[src/rtl/mem_router.sv]
// mem_router: routes core data-memory requests through a small request FIFO
// to NUM_SLV address-decoded slave ports, one slave transaction at a time.
// Decode misses, writes to read-only regions, slave errors and slave
// timeouts all come back to the core as err=1 responses with zero rdata.
//
// state | meaning
// IDLE  | waiting for a FIFO head; decodes it and pops it into the capture regs
// ISSUE | slv_req held to the target until it grants (or the timer expires)
// WAIT  | granted; waiting for the target's rvalid (or the timer expires)
// RESP  | one-cycle response pulse back to the core
module mem_router #(
    parameter int                     MEM_W     = 32,
    parameter int                     NUM_SLV   = 4,
    parameter logic [NUM_SLV*32-1:0]  SLV_BASE  = {NUM_SLV{32'h0}},
    parameter logic [NUM_SLV*32-1:0]  SLV_MASK  = {NUM_SLV{32'hFFFF_F000}},
    parameter logic [NUM_SLV-1:0]     SLV_RO    = '0,
    parameter int                     REQ_DEPTH = 2,
    parameter int                     TIMEOUT   = 255
) (
    input  logic                     clk,
    input  logic                     rst,
    input  logic                     vproc_mem_req_o,
    input  logic [31:0]              vproc_mem_addr_o,
    input  logic                     vproc_mem_we_o,
    input  logic [MEM_W/8-1:0]       vproc_mem_be_o,
    input  logic [MEM_W-1:0]         vproc_mem_wdata_o,
    output logic                     vproc_mem_rvalid_i,
    output logic                     vproc_mem_err_i,
    output logic [MEM_W-1:0]         vproc_mem_rdata_i,
    output logic [NUM_SLV-1:0]       slv_req,
    output logic [31:0]              slv_addr,
    output logic                     slv_we,
    output logic [MEM_W/8-1:0]       slv_be,
    output logic [MEM_W-1:0]         slv_wdata,
    input  logic [NUM_SLV-1:0]       slv_gnt,
    input  logic [NUM_SLV-1:0]       slv_rvalid,
    input  logic [NUM_SLV-1:0]       slv_err,
    input  logic [NUM_SLV*MEM_W-1:0] slv_rdata,
    output logic                     busy,
    output logic                     req_overflow
);

    localparam int BE_W  = MEM_W / 8;
    localparam int PTR_W = $clog2(REQ_DEPTH);
    localparam int TGT_W = (NUM_SLV > 1) ? $clog2(NUM_SLV) : 1;
    localparam int CNT_W = ($clog2(TIMEOUT + 1) > 8) ? $clog2(TIMEOUT + 1) : 8;
    localparam logic [PTR_W:0]   DEPTH_L  = (PTR_W + 1)'(REQ_DEPTH);
    // The transition out of ISSUE/WAIT happens on the edge where the count
    // reaches TIMEOUT, so the slave side is occupied exactly TIMEOUT cycles.
    localparam logic [CNT_W-1:0] TMO_LAST = CNT_W'(TIMEOUT - 1);

    typedef enum logic [1:0] {S_IDLE, S_ISSUE, S_WAIT, S_RESP} state_t;

    state_t state, state_next;

    logic [31:0]      fifo_addr  [REQ_DEPTH];
    logic             fifo_we    [REQ_DEPTH];
    logic [BE_W-1:0]  fifo_be    [REQ_DEPTH];
    logic [MEM_W-1:0] fifo_wdata [REQ_DEPTH];
    logic [PTR_W-1:0] wr_ptr, rd_ptr;
    logic [PTR_W:0]   count;
    logic             empty, full, push, pop;

    logic [31:0]      cap_addr;
    logic             cap_we;
    logic [BE_W-1:0]  cap_be;
    logic [MEM_W-1:0] cap_wdata;
    logic [TGT_W-1:0] tgt;

    logic             hit;
    logic [TGT_W-1:0] hit_idx;
    logic [31:0]      head_addr;
    logic             head_we;

    logic [CNT_W-1:0] tmo_cnt;
    logic             tmo_fire, cnt_clr;

    logic             rsp_load, rsp_err_d, rsp_err;
    logic [MEM_W-1:0] rsp_rdata_d, rsp_rdata, tgt_rdata;
    logic             overflow;

    assign empty     = (count == '0);
    assign full      = (count == DEPTH_L);
    assign push      = vproc_mem_req_o && (!full || pop);
    assign head_addr = fifo_addr[rd_ptr];
    assign head_we   = fifo_we[rd_ptr];
    assign tmo_fire  = (tmo_cnt == TMO_LAST);
    assign tgt_rdata = slv_rdata[tgt*MEM_W +: MEM_W];

    // FIFO storage; contents are don't-care while the pointers say empty.
    always_ff @(posedge clk) begin
        if (push) begin
            fifo_addr[wr_ptr]  <= vproc_mem_addr_o;
            fifo_we[wr_ptr]    <= vproc_mem_we_o;
            fifo_be[wr_ptr]    <= vproc_mem_be_o;
            fifo_wdata[wr_ptr] <= vproc_mem_wdata_o;
        end
    end

    // FIFO pointers, occupancy and the sticky overflow flag.
    always_ff @(posedge clk or negedge rst) begin
        if (!rst) begin
            wr_ptr   <= '0;
            rd_ptr   <= '0;
            count    <= '0;
            overflow <= 1'b0;
        end else begin
            if (push) wr_ptr <= wr_ptr + 1'b1;
            if (pop)  rd_ptr <= rd_ptr + 1'b1;
            if (push && !pop)      count <= count + 1'b1;
            else if (pop && !push) count <= count - 1'b1;
            if (vproc_mem_req_o && full && !pop) overflow <= 1'b1;
        end
    end

    // Address decode of the FIFO head; the descending scan lets the lowest
    // matching region win when regions overlap.
    always_comb begin
        hit     = 1'b0;
        hit_idx = '0;
        for (int i = NUM_SLV - 1; i >= 0; i--) begin
            if ((head_addr & SLV_MASK[32*i +: 32]) == SLV_BASE[32*i +: 32]) begin
                hit     = 1'b1;
                hit_idx = TGT_W'(i);
            end
        end
    end

    // FSM state register.
    always_ff @(posedge clk or negedge rst) begin
        if (!rst) state <= S_IDLE;
        else      state <= state_next;
    end

    // FSM next state plus pop / timer-clear / response-load strobes.
    always_comb begin
        state_next  = state;
        pop         = 1'b0;
        cnt_clr     = 1'b0;
        rsp_load    = 1'b0;
        rsp_err_d   = 1'b0;
        rsp_rdata_d = '0;
        case (state)
            S_IDLE: begin
                if (!empty) begin
                    pop = 1'b1;
                    if (!hit || (head_we && SLV_RO[hit_idx])) begin
                        state_next = S_RESP;
                        rsp_load   = 1'b1;
                        rsp_err_d  = 1'b1;
                    end else begin
                        state_next = S_ISSUE;
                        cnt_clr    = 1'b1;
                    end
                end
            end
            S_ISSUE: begin
                if (slv_gnt[tgt]) begin
                    state_next = S_WAIT;
                end else if (tmo_fire) begin
                    state_next = S_RESP;
                    rsp_load   = 1'b1;
                    rsp_err_d  = 1'b1;
                end
            end
            S_WAIT: begin
                if (slv_rvalid[tgt]) begin
                    state_next  = S_RESP;
                    rsp_load    = 1'b1;
                    rsp_err_d   = slv_err[tgt];
                    rsp_rdata_d = (cap_we || slv_err[tgt]) ? '0 : tgt_rdata;
                end else if (tmo_fire) begin
                    state_next = S_RESP;
                    rsp_load   = 1'b1;
                    rsp_err_d  = 1'b1;
                end
            end
            S_RESP: state_next = S_IDLE;
            default: state_next = S_IDLE;
        endcase
    end

    // Capture register, target index, response latches and slave-side timer.
    always_ff @(posedge clk or negedge rst) begin
        if (!rst) begin
            cap_addr  <= '0;
            cap_we    <= 1'b0;
            cap_be    <= '0;
            cap_wdata <= '0;
            tgt       <= '0;
            rsp_err   <= 1'b0;
            rsp_rdata <= '0;
            tmo_cnt   <= '0;
        end else begin
            if (pop) begin
                cap_addr  <= head_addr;
                cap_we    <= head_we;
                cap_be    <= fifo_be[rd_ptr];
                cap_wdata <= fifo_wdata[rd_ptr];
                tgt       <= hit_idx;
            end
            if (rsp_load) begin
                rsp_err   <= rsp_err_d;
                rsp_rdata <= rsp_rdata_d;
            end
            if (cnt_clr)
                tmo_cnt <= '0;
            else if (state == S_ISSUE || state == S_WAIT)
                tmo_cnt <= tmo_cnt + 1'b1;
        end
    end

    assign slv_req            = (state == S_ISSUE) ? (NUM_SLV'(1) << tgt) : '0;
    assign slv_addr           = cap_addr;
    assign slv_we             = cap_we;
    assign slv_be             = cap_be;
    assign slv_wdata          = cap_wdata;
    assign vproc_mem_rvalid_i = (state == S_RESP);
    assign vproc_mem_err_i    = vproc_mem_rvalid_i & rsp_err;
    assign vproc_mem_rdata_i  = vproc_mem_rvalid_i ? rsp_rdata : '0;
    assign busy               = !empty || (state != S_IDLE);
    assign req_overflow       = overflow;

endmodule

[config.mk]
export PLATFORM = sky130hd
export DESIGN_NAME = mem_router
export DESIGN_NICKNAME = d
export VERILOG_FILES = /design/src/rtl/mem_router.sv
export SDC_FILE = /design/constraint.sdc
export NUM_CORES = 1
export LEC_CHECK = 0
export ABC_CLOCK_PERIOD_IN_PS = 10200
export CAP_MARGIN = 20
export CORE_UTILIZATION = 50
export CTS_CLUSTER_DIAMETER = 120
export DETAILED_ROUTE_END_ITERATION = 8
export PLACE_DENSITY = 0.95
export SLEW_MARGIN = 5
export SYNTH_ARGS = -nofsm -noshare
export SYNTH_HDL_FRONTEND = slang
export SYNTH_SLANG_ARGS = --single-unit
[constraint.sdc]
create_clock -name clk -period 10.2 [get_ports clk]
set_clock_uncertainty 0.05 [all_clocks]
set_input_delay 1.53 -clock clk [delete_from_list [all_inputs] [get_ports clk]]
set_output_delay 1.53 -clock clk [all_outputs]
set_load 0.02 [all_outputs]
==> results by group, run 1 <==
Outcome
  – Status: finished clean

Finish
  – Most frequent cells in the layout: clkdlybuf4s50_1 (211), edfxtp_1 (138), dfrtp_1 (116)
  – Multi-input logic area: approximately 3200 µm²
  – Finished Layout Cells: between 1000 and 1500
  – Storage element area: about 7100 µm²
  – Antenna cells: 0
  – Synth-to-Final Area Change: 31.5%
  – Layout Cell Area excl Fill: between 10000 and 15000 µm²
  – FILL cells: roughly 1400
  – Share of cells above drive strength 1: 0.0636
  – Most common cell after layout, fill and taps aside: clkdlybuf4s50_1
  – Net count reported at finish: about 1300

Detailed routing
  – Vias per Instance: 5.57
  – First-pass DRT Iterations: 5
  – Wire per inst: between 15 and 20 µm
  – # DRC: 0
  – Total wire length: 25.8 mm
  – Final ANT Viol Nets: 0
  – Initial DRC count: about 410
  – Routed vias: between 7000 and 8000

Power and ir drop
  – Seq pwr share: 0.398
  – Comb pwr share: 0.361
  – Clk pwr share: 0.241
  – Int Pwr: about 0.0027 W
  – Pwr Density: between 300 and 400 nW/µm²
  – Sw frac: 0.358
  – NetSw: 0.00151 W
  – Peak VDD IR: 228 µV
  – Leakage: about 5.5 nW

Placement
  – Cell Area, Placed: roughly 13000 µm²
  – Dpl cells: 1272
  – Post-DP HPWL: around 15 mm
  – Gpl congestion: around 0.8
  – Port Buffers: approximately 210

Clock tree
  – Bufs on Longest Clock Path: 3
  – Max H-tree Level: 1
  – Total CTS buffers: 26
  – Worst-path clk slew: approximately 60 ps
  – Post-CTS setup buffer count: 0
  – CTS tree: done
  – Clock root cell: clkbuf_16
  – Total clock sinks: about 260
  – Post_cts resized: 0
  – Post-CTS Hold Buffers: 0
  – Worst skew pair latency: between 500 and 600 ps

Critical path
  – WP data arrival: between 2000 and 2500 ps
  – RR Startpoint: rd_ptr
  – Worst-path fanout max: 60
  – CP Launch Point: state[1]
  – Req. time, crit path: approximately 8600 ps
  – CP Class: flop to output port
  – Setup crit end kind: output port
  – CP startpoint kind: flop

Synthesis
  – Post-Syn Area: ~11000 µm²
  – Ys Warns: 0
  – Gate Count Post-Synth: 840
  – Fraction of registers with async set/reset: 0.459
  – EDFF count, synth: around 140
  – Post-synth top flop: edfxtp_1
  – Synth unique cells: 44
  – Syn avg cell area: 12.5 µm²
  – Post-synthesis register bit count: 255
  – Post-synthesis sequential area ratio: 0.673

Floorplanning
  – Die width: 147 µm
  – Initial Util: 0.514
  – Die ar.: roughly 22000 µm²
  – Die Span Y: between 100 and 150 µm
  – Rows: 52
  – I/O pin count: 321
  – Core Region: 20400 µm²

Flow run
  – Max cap viols: 0

Timing
  – Period utilization: 0.388
  – Final setup viols: 0
  – F_max: approximately 250 MHz
  – RSZ-0062 raised after global routing: no
  – Tmin final: between 3000 and 4000 ps
  – Least-Margin Pin Slew: approximately 1000 ps
  – Slew Limit Fails: 0
  – Setup TNS: 0 ps
  – Final Hold Viols: 0
  – Worst slew margin: 0.329

Hold path
  – Hold Path Origin: req_overflow
  – Worst hold path type: flop to flop

Global route
  – Vias in the first global route: approximately 7600
  – Largest net degree at the start of global routing: 117
  – First-pass GRT wire length: ~40 mm
  – Initial antenna violation count: 0
  – Total gr overflow: 0
  – GRT Util Overall: 0.237
-- worst paths after layout --
| check | endpoint | slack, ps | depth (start not counted) |
|---|---|---|---|
| min in group asynchronous | slv_addr[30] | 990 | 1 |
| min reg2reg | req_overflow | 410 | 1 |
| max reg2reg | tmo_cnt[7] | 6830 | 6 |
| max in group asynchronous | rd_ptr | 7640 | 2 |
| min | req_overflow | 410 | 1 |
| max | vproc_mem_rdata_i[27] | 6240 | 4 |
-- synth_stat cells, types with 2 or more instances --
master | count | area share
buf_4 | 8 | 0.0057
ha_1 | 8 | 0.0095
nor4b_1 | 2 | 0.0017
mux2i_1 | 70 | 0.067
nor2_1 | 48 | 0.017
a21oi_1 | 2 | 0.00095
o21ai_0 | 72 | 0.034
nand3_1 | 63 | 0.030
or3_1 | 32 | 0.019
nand2_1 | 108 | 0.039
edfxtp_1 | 138 | 0.39
buf_1 | 3 | 0.0011
dfrtp_1 | 117 | 0.28
inv_1 | 7 | 0.0025
clkbuf_1 | 43 | 0.015
a21o_1 | 2 | 0.0014
xor2_1 | 6 | 0.0050
nand4_1 | 4 | 0.0024
nor3_1 | 4 | 0.0019
and2_1 | 34 | 0.020
a311oi_1 | 31 | 0.026
nor4_1 | 6 | 0.0036
nand2b_1 | 3 | 0.0018
xnor2_1 | 6 | 0.0050
buf_2 | 4 | 0.0019
-- routing by layer --
metal | share of wire | global-route usage
met1 | 0.38 | 0.280
met2 | 0.51 | 0.421
met3 | 0.084 | 0.0683
met4 | 0.027 | 0.0670
met5 | 0 | 0
-- flip-flops by register name, indices dropped and copies added (netlist names), 2 cells and up --
register	flops
fifo_be	8
slv_be	4
fifo_addr	64
slv_wdata	32
count	2
slv_addr	32
fifo_we	2
rsp_rdata	32
state	2
tmo_cnt	8
fifo_wdata	64
-- metrics by stage --
step	power (W)	util	hold WS (ps)	setup WS (ps)
detailed placement	0.00316	0.627	398	5880
global route	0.00443	0.676	424	6140
floorplan	0.00254	-	410	5140
global placement	0.00309	0.627	392	5940
finish	0.00421	0.676	412	6240
CTS	0.00421	0.673	412	5820
-- worst max-delay path, stage by stage, from the launching register on --
cell	delay, ps
dfrtp_1	400
ha_2	330
buf_12	260
and2_1	180
clkdlybuf4s50_1	640
-- cells by family after synthesis --
kind of cell               share of synthesized area
AOI/OAI and AO/OA                             0.0706
xor gates and xnor gates                      0.0100
adders and majority gates                    0.00953
buffers and inverters                         0.0276
DFF                                            0.673
muxes                                         0.0667
other                                       0.000357
and+or+nand+nor                                0.142
-- cell type report --
| cell class | instances | share of cell area |
|---|---|---|
| inverter | 7 | 0.00190 |
| clock buffer | 31 | 0.0514 |
| tap | 270 | 0.0245 |
| timing repair buffer | 222 | 0.162 |
| clock inverter | 17 | 0.0159 |
| multi-input combinational | 521 | 0.232 |
| sequential | 255 | 0.512 |
-- power groups by stage --
stage / Clock (W) / Combinational, W / Sequential (W)
after floorplan: 0 / 0.000758 / 0.00178
after global placement: 0 / 0.00143 / 0.00166
after detailed placement: 0 / 0.00148 / 0.00169
after CTS: 0.00103 / 0.00150 / 0.00168
after global routing: 0.00107 / 0.00165 / 0.00172
final: 0.00101 / 0.00152 / 0.00168
No activity file was read; power rests on OpenSTA's default activity.
==> run 2: changes to the inputs <==
ABC_CLOCK_PERIOD_IN_PS = 4000   (was 10200)
CORE_UTILIZATION = 47   (was 50)
PLACE_DENSITY = 0.91   (was 0.95)
clock period = 4 ns   (was 10.2 ns; I/O delays follow)
==> run 2 against run 1 <==
Against the previous run:
- register-to-register slack lost 5700 ps
- total power grew to 2.6 times the previous value
- clock power rose to 2.6 times the previous value
- global-route usage fell by 2.1 points
- worst hold slack lost 380 ps
- critical endpoint is now vproc_mem_rdata_i[0]
- largest power group unchanged
==> results by group, run 2 (synthesis results as in run 1) <==
Timing
  – F_max: 321 MHz
  – Setup TNS: 0 ps
  – Worst slew margin: 0.356
  – Tmin final: ~3100 ps
  – Final setup viols: 0
  – Least-Margin Pin Slew: approximately 970 ps
  – Period utilization: 0.778
  – Final Hold Viols: 0
  – Setup ws final: about 900 ps
  – Slew Limit Fails: 0
  – RSZ-0062 raised after global routing: no

Detailed routing
  – # DRC: 0
  – Final ANT Viol Nets: 0
  – Routed vias: around 7400
  – Vias per Instance: around 5.5
  – Total wire length: roughly 25 mm
  – First-pass DRT Iterations: 5
  – Initial DRC count: 361
  – Wire per inst: between 15 and 20 µm

Critical path
  – Req. time, crit path: between 3000 and 4000 ps
  – Worst-path fanout max: 54
  – CP Class: flop to output port
  – Setup crit end kind: output port
  – Reg2Reg Capture Point: rsp_rdata[30]
  – WP data arrival: 2460 ps
  – RR Startpoint: rd_ptr
  – CP startpoint kind: flop
  – Worst Reg-to-Reg Cells: 6
  – Flop-to-flop setup slack: 1110 ps

Finish
  – Antenna cells: 0
  – Share of cells above drive strength 1: 0.0662
  – Top flop regs: fifo_addr x64, fifo_wdata x64
  – Most common cell after layout, fill and taps aside: clkdlybuf4s50_1
  – Finished Layout Cells: between 1000 and 1500
  – Synth-to-Final Area Change: 32.1%
  – Net count reported at finish: around 1300
  – Layout Cell Area excl Fill: between 10000 and 15000 µm²
  – FILL cells: approximately 1600
  – Most frequent cells in the layout: clkdlybuf4s50_1 (211), edfxtp_1 (138), dfrtp_1 (116)

Outcome
  – Status: finished clean

Floorplanning
  – Die ar.: ~23000 µm²
  – I/O pin count: approximately 320
  – Initial Util: 0.480
  – Die width: ~150 µm
  – Die Span Y: between 150 and 200 µm
  – Core Region: ~22000 µm²
  – Rows: 54

Placement
  – Post-DP HPWL: approximately 16 mm
  – Cell Area, Placed: ~13000 µm²
  – Dpl cells: around 1300
  – Port Buffers: approximately 210
  – Gpl congestion: a little under 0.8
  – Worst slack, placed: roughly 1000 ps

Hold path
  – Worst hold path type: input port to async pin

Global route
  – Vias in the first global route: 7342
  – GRT Util Overall: 0.217
  – Total gr overflow: 0
  – First-pass GRT wire length: roughly 38 mm
  – Largest net degree at the start of global routing: 175
  – Initial antenna violation count: 2

Clock tree
  – Worst-path clk slew: 60 ps
  – CTS tree: done
  – Total CTS buffers: 27
  – Post-CTS setup buffer count: 0
  – Worst skew pair latency: about 540 ps
  – Total clock sinks: around 260
  – Bufs on Longest Clock Path: 3
  – Clock root cell: clkbuf_16
  – Post-CTS Hold Buffers: 0
  – Max H-tree Level: 1
  – Post_cts resized: 0

Power and ir drop
  – Peak VDD IR: 587 µV
  – Leakage: 5.54 nW
  – Pwr Density: a little under 800 nW/µm²

Flow run
  – Max cap viols: 0
run 2: cell count changes in the layout (fill, tap and decap cells not counted), sizes merged:
cell and delta:
clkbuf +10, clkinv -4, bufinv -2, clkinvlp -1, buf +2, inv -1
run 2: critical path: stages, from the launching register on:
cell and delay (ps):
dfrtp_1 400, ha_2 410, buf_12 260, and2_1 180, clkdlybuf4s50_1 660
run 2: final cells by class:
cell class                 count  area (µm²)  area share
clock buffer                  41         851      0.0613
clock inverter                 9         128     0.00919
inverter                       7        26.3     0.00189
multi-input combinational    521        3210       0.231
sequential                   255        7080       0.510
tap                          280         350      0.0252
timing repair buffer         224        2250       0.162
run 2: worst max-delay path by stage:
stage / from / endpoint / cells past startpoint
finish: state[1] / vproc_mem_rdata_i[0] / 4
global route: state[1] / vproc_mem_rdata_i[0] / 4
CTS: state[1] / vproc_mem_rdata_i[0] / 3
detailed placement: slv_gnt[0] / rsp_rdata[5] / 7
global placement: slv_gnt[0] / rsp_rdata[20] / 7
floorplan: state[1] / fifo_addr[0][0] / 5
run 2: routing by layer:
metal | track usage | up-vias | wire length, µm
met5 | 0 | - | 8
met4 | 0.0599 | 2 | 625
met3 | 0.0725 | 54 | 2490
met2 | 0.375 | 294 | 12500
met1 | 0.257 | 3631 | 9500
li1 | - | 3437 | -
run 2: stage by stage:
| stage | utilization | power (W) | hold WS [ps] |
|---|---|---|---|
| 2_1_floorplan | - | 0.00648 | 254 |
| 3_3_place_gp | 0.589 | 0.00791 | 411 |
| 3_5_place_dp | 0.589 | 0.00811 | 421 |
| 4_1_cts | 0.633 | 0.0108 | 35.7 |
| 5_1_grt | 0.634 | 0.0113 | 58.0 |
| 6_report | 0.634 | 0.0108 | 34.7 |
run 2: where the power goes:
part	leakage (nW)	switching (W)	total, W	internal [W]
combinational	2.32	0.00225	0.00386	0.00162
clock	0.481	0.00103	0.00264	0.00161
sequential	2.75	0.000527	0.00425	0.00372
total	5.54	0.00380	0.0108	0.00695
==> run 3: changes to the inputs <==
ABC_CLOCK_PERIOD_IN_PS = 2900   (was 4000)
clock period = 2.9 ns   (was 4 ns; I/O delays follow)
==> run 3 against run 2 <==
Against the previous run:
- sequential power up 36%
- register-to-register slack worse by 640 ps
- sequential share of layout area up 0.19 points
- first-iteration DRC count down 3.6%
- worst hold slack better by 370 ps
- clock power up 21%
- critical path depth unchanged
- non-clock buffer count up 9
- die area unchanged
- via count up 0.31%
- total power up 34%
- largest power group unchanged
==> results by group, run 3 (synthesis results as in run 1) <==
Outcome
  – Status: finished clean

Clock tree
  – Worst-path clk slew: around 60 ps
  – Total clock sinks: 255
  – Worst skew pair latency: ~530 ps
  – Max H-tree Level: 1
  – Post_cts resized: 0
  – Bufs on Longest Clock Path: 3
  – Total CTS buffers: 27
  – CTS tree: done
  – Clock root cell: clkbuf_16

Floorplanning
  – I/O pin count: approximately 320
  – Die width: between 150 and 200 µm
  – Die ar.: 23000 µm²
  – Die Span Y: ~150 µm
  – Initial Util: 0.480
  – Rows: 54
  – Core Region: about 22000 µm²

Hold path
  – Worst hold path type: input port to async pin

Critical path
  – Worst-path fanout max: 32
  – Setup crit end kind: output port
  – CP startpoint kind: flop
  – Req. time, crit path: about 2400 ps
  – WP data arrival: ~2200 ps
  – CP Class: flop to output port

Timing
  – F_max: 371 MHz
  – RSZ-0062 raised after global routing: no
  – Setup ws final: 208 ps
  – Final setup viols: 0
  – Period utilization: 0.928
  – Worst slew margin: 0.313
  – Hold_ws: just over 400 ps
  – Final Hold Viols: 0
  – Setup TNS: 0 ps
  – Least-Margin Pin Slew: between 1000 and 1500 ps
  – Tmin final: around 2700 ps
  – Slew Limit Fails: 0

Placement
  – Port Buffers: 212
  – Gpl congestion: between 0.8 and 0.9
  – Worst slack, placed: roughly 420 ps
  – Post-DP HPWL: roughly 16 mm

Global route
  – Vias in the first global route: between 7000 and 8000
  – First-pass GRT wire length: 37.9 mm
  – Initial antenna violation count: 2
  – Largest net degree at the start of global routing: 82
  – Total gr overflow: 0
  – GRT Util Overall: 0.214

Finish
  – Net count reported at finish: 1265
  – Final core utilization: 0.632
  – Synth-to-Final Area Change: 31.6%
  – Share of cells above drive strength 1: 0.0658
  – Most frequent cells in the layout: clkdlybuf4s50_1 (211), edfxtp_1 (138), dfrtp_1 (116)
  – Top flop regs: fifo_addr x64, fifo_wdata x64
  – FILL cells: roughly 1600
  – Most common cell after layout, fill and taps aside: clkdlybuf4s50_1

Detailed routing
  – Wire per inst: 18.3 µm
  – Total wire length: ~25 mm
  – Vias per Instance: ~5.5
  – First-pass DRT Iterations: 4
  – # DRC: 0
  – Initial DRC count: between 300 and 400
  – Routed vias: roughly 7400
  – Final ANT Viol Nets: 0

Power and ir drop
  – Peak VDD IR: roughly 640 µV
  – Leakage: 5.51 nW
  – Pwr Density: about 1000 nW/µm²

Flow run
  – Max cap viols: 0
[run 3: final cells by class]
class                           instances  area (µm²)  share of cell area
Sequential cell                       255        7080               0.512
Multi-Input combinational cell        521        3210               0.232
Timing Repair Buffer                  233        2360               0.171
Clock buffer                           35         716              0.0517
Tap cell                              280         350              0.0253
Clock inverter                         13        95.1             0.00687
Inverter                                7        26.3             0.00190
Antenna cell                            2        5.00            0.000362
[run 3: report_power, final]
group | internal [W] | switching [W] | total [W]
Sequential | 0.00513 | 0.000662 | 0.00580
Clock | 0.00182 | 0.00136 | 0.00319
Combinational | 0.00232 | 0.00316 | 0.00548
Total | 0.00928 | 0.00519 | 0.0145
[run 3: worst max-delay path, stage by stage, from the launching register on]
cell             delay, ps
dfrtp_1                390
ha_2                   260
buf_12                 180
and2_1                 190
clkdlybuf4s50_1        630
[run 3: metal layers]
layer / wire length [µm] / vias up / track usage
met2: 12100 / 326 / 0.369
met4: 458 / 2 / 0.0639
li1: - / 3451 / -
met5: 13 / - / 0
met3: 2450 / 45 / 0.0710
met1: 9600 / 3617 / 0.253
[run 3: final timing paths]
| path | startpoint | to | slack (ps) | depth (start not counted) |
|---|---|---|---|---|
| worst max-delay path | state[1] | vproc_mem_rdata_i[24] | 210 | 4 |
| worst min-delay path | rst | rsp_rdata[3] | 400 | 2 |
| worst max register to register | rd_ptr | rsp_rdata[11] | 470 | 6 |
| worst min register to register | slv_addr[18] | slv_addr[18] | 420 | 2 |
| max in group asynchronous | rst | rsp_rdata[8] | 1630 | 3 |
| min in group clk | slv_addr[18] | slv_addr[18] | 420 | 2 |
[run 3: timing repair]
item	in CTS	in global routing
hold buffers	1	0
buffers inserted	0	0
endpoints found under the setup margin	0	0
endpoints found under the hold margin	60	0
[run 3: stage by stage]
stage	power, W	area, µm²	instances
floorplan	0.00892	10500	842
CTS	0.0146	13800	1344
global placement	0.0110	13000	1295
finish	0.0145	13800	1346
detailed placement	0.0113	13000	1295
global route	0.0152	13800	1344
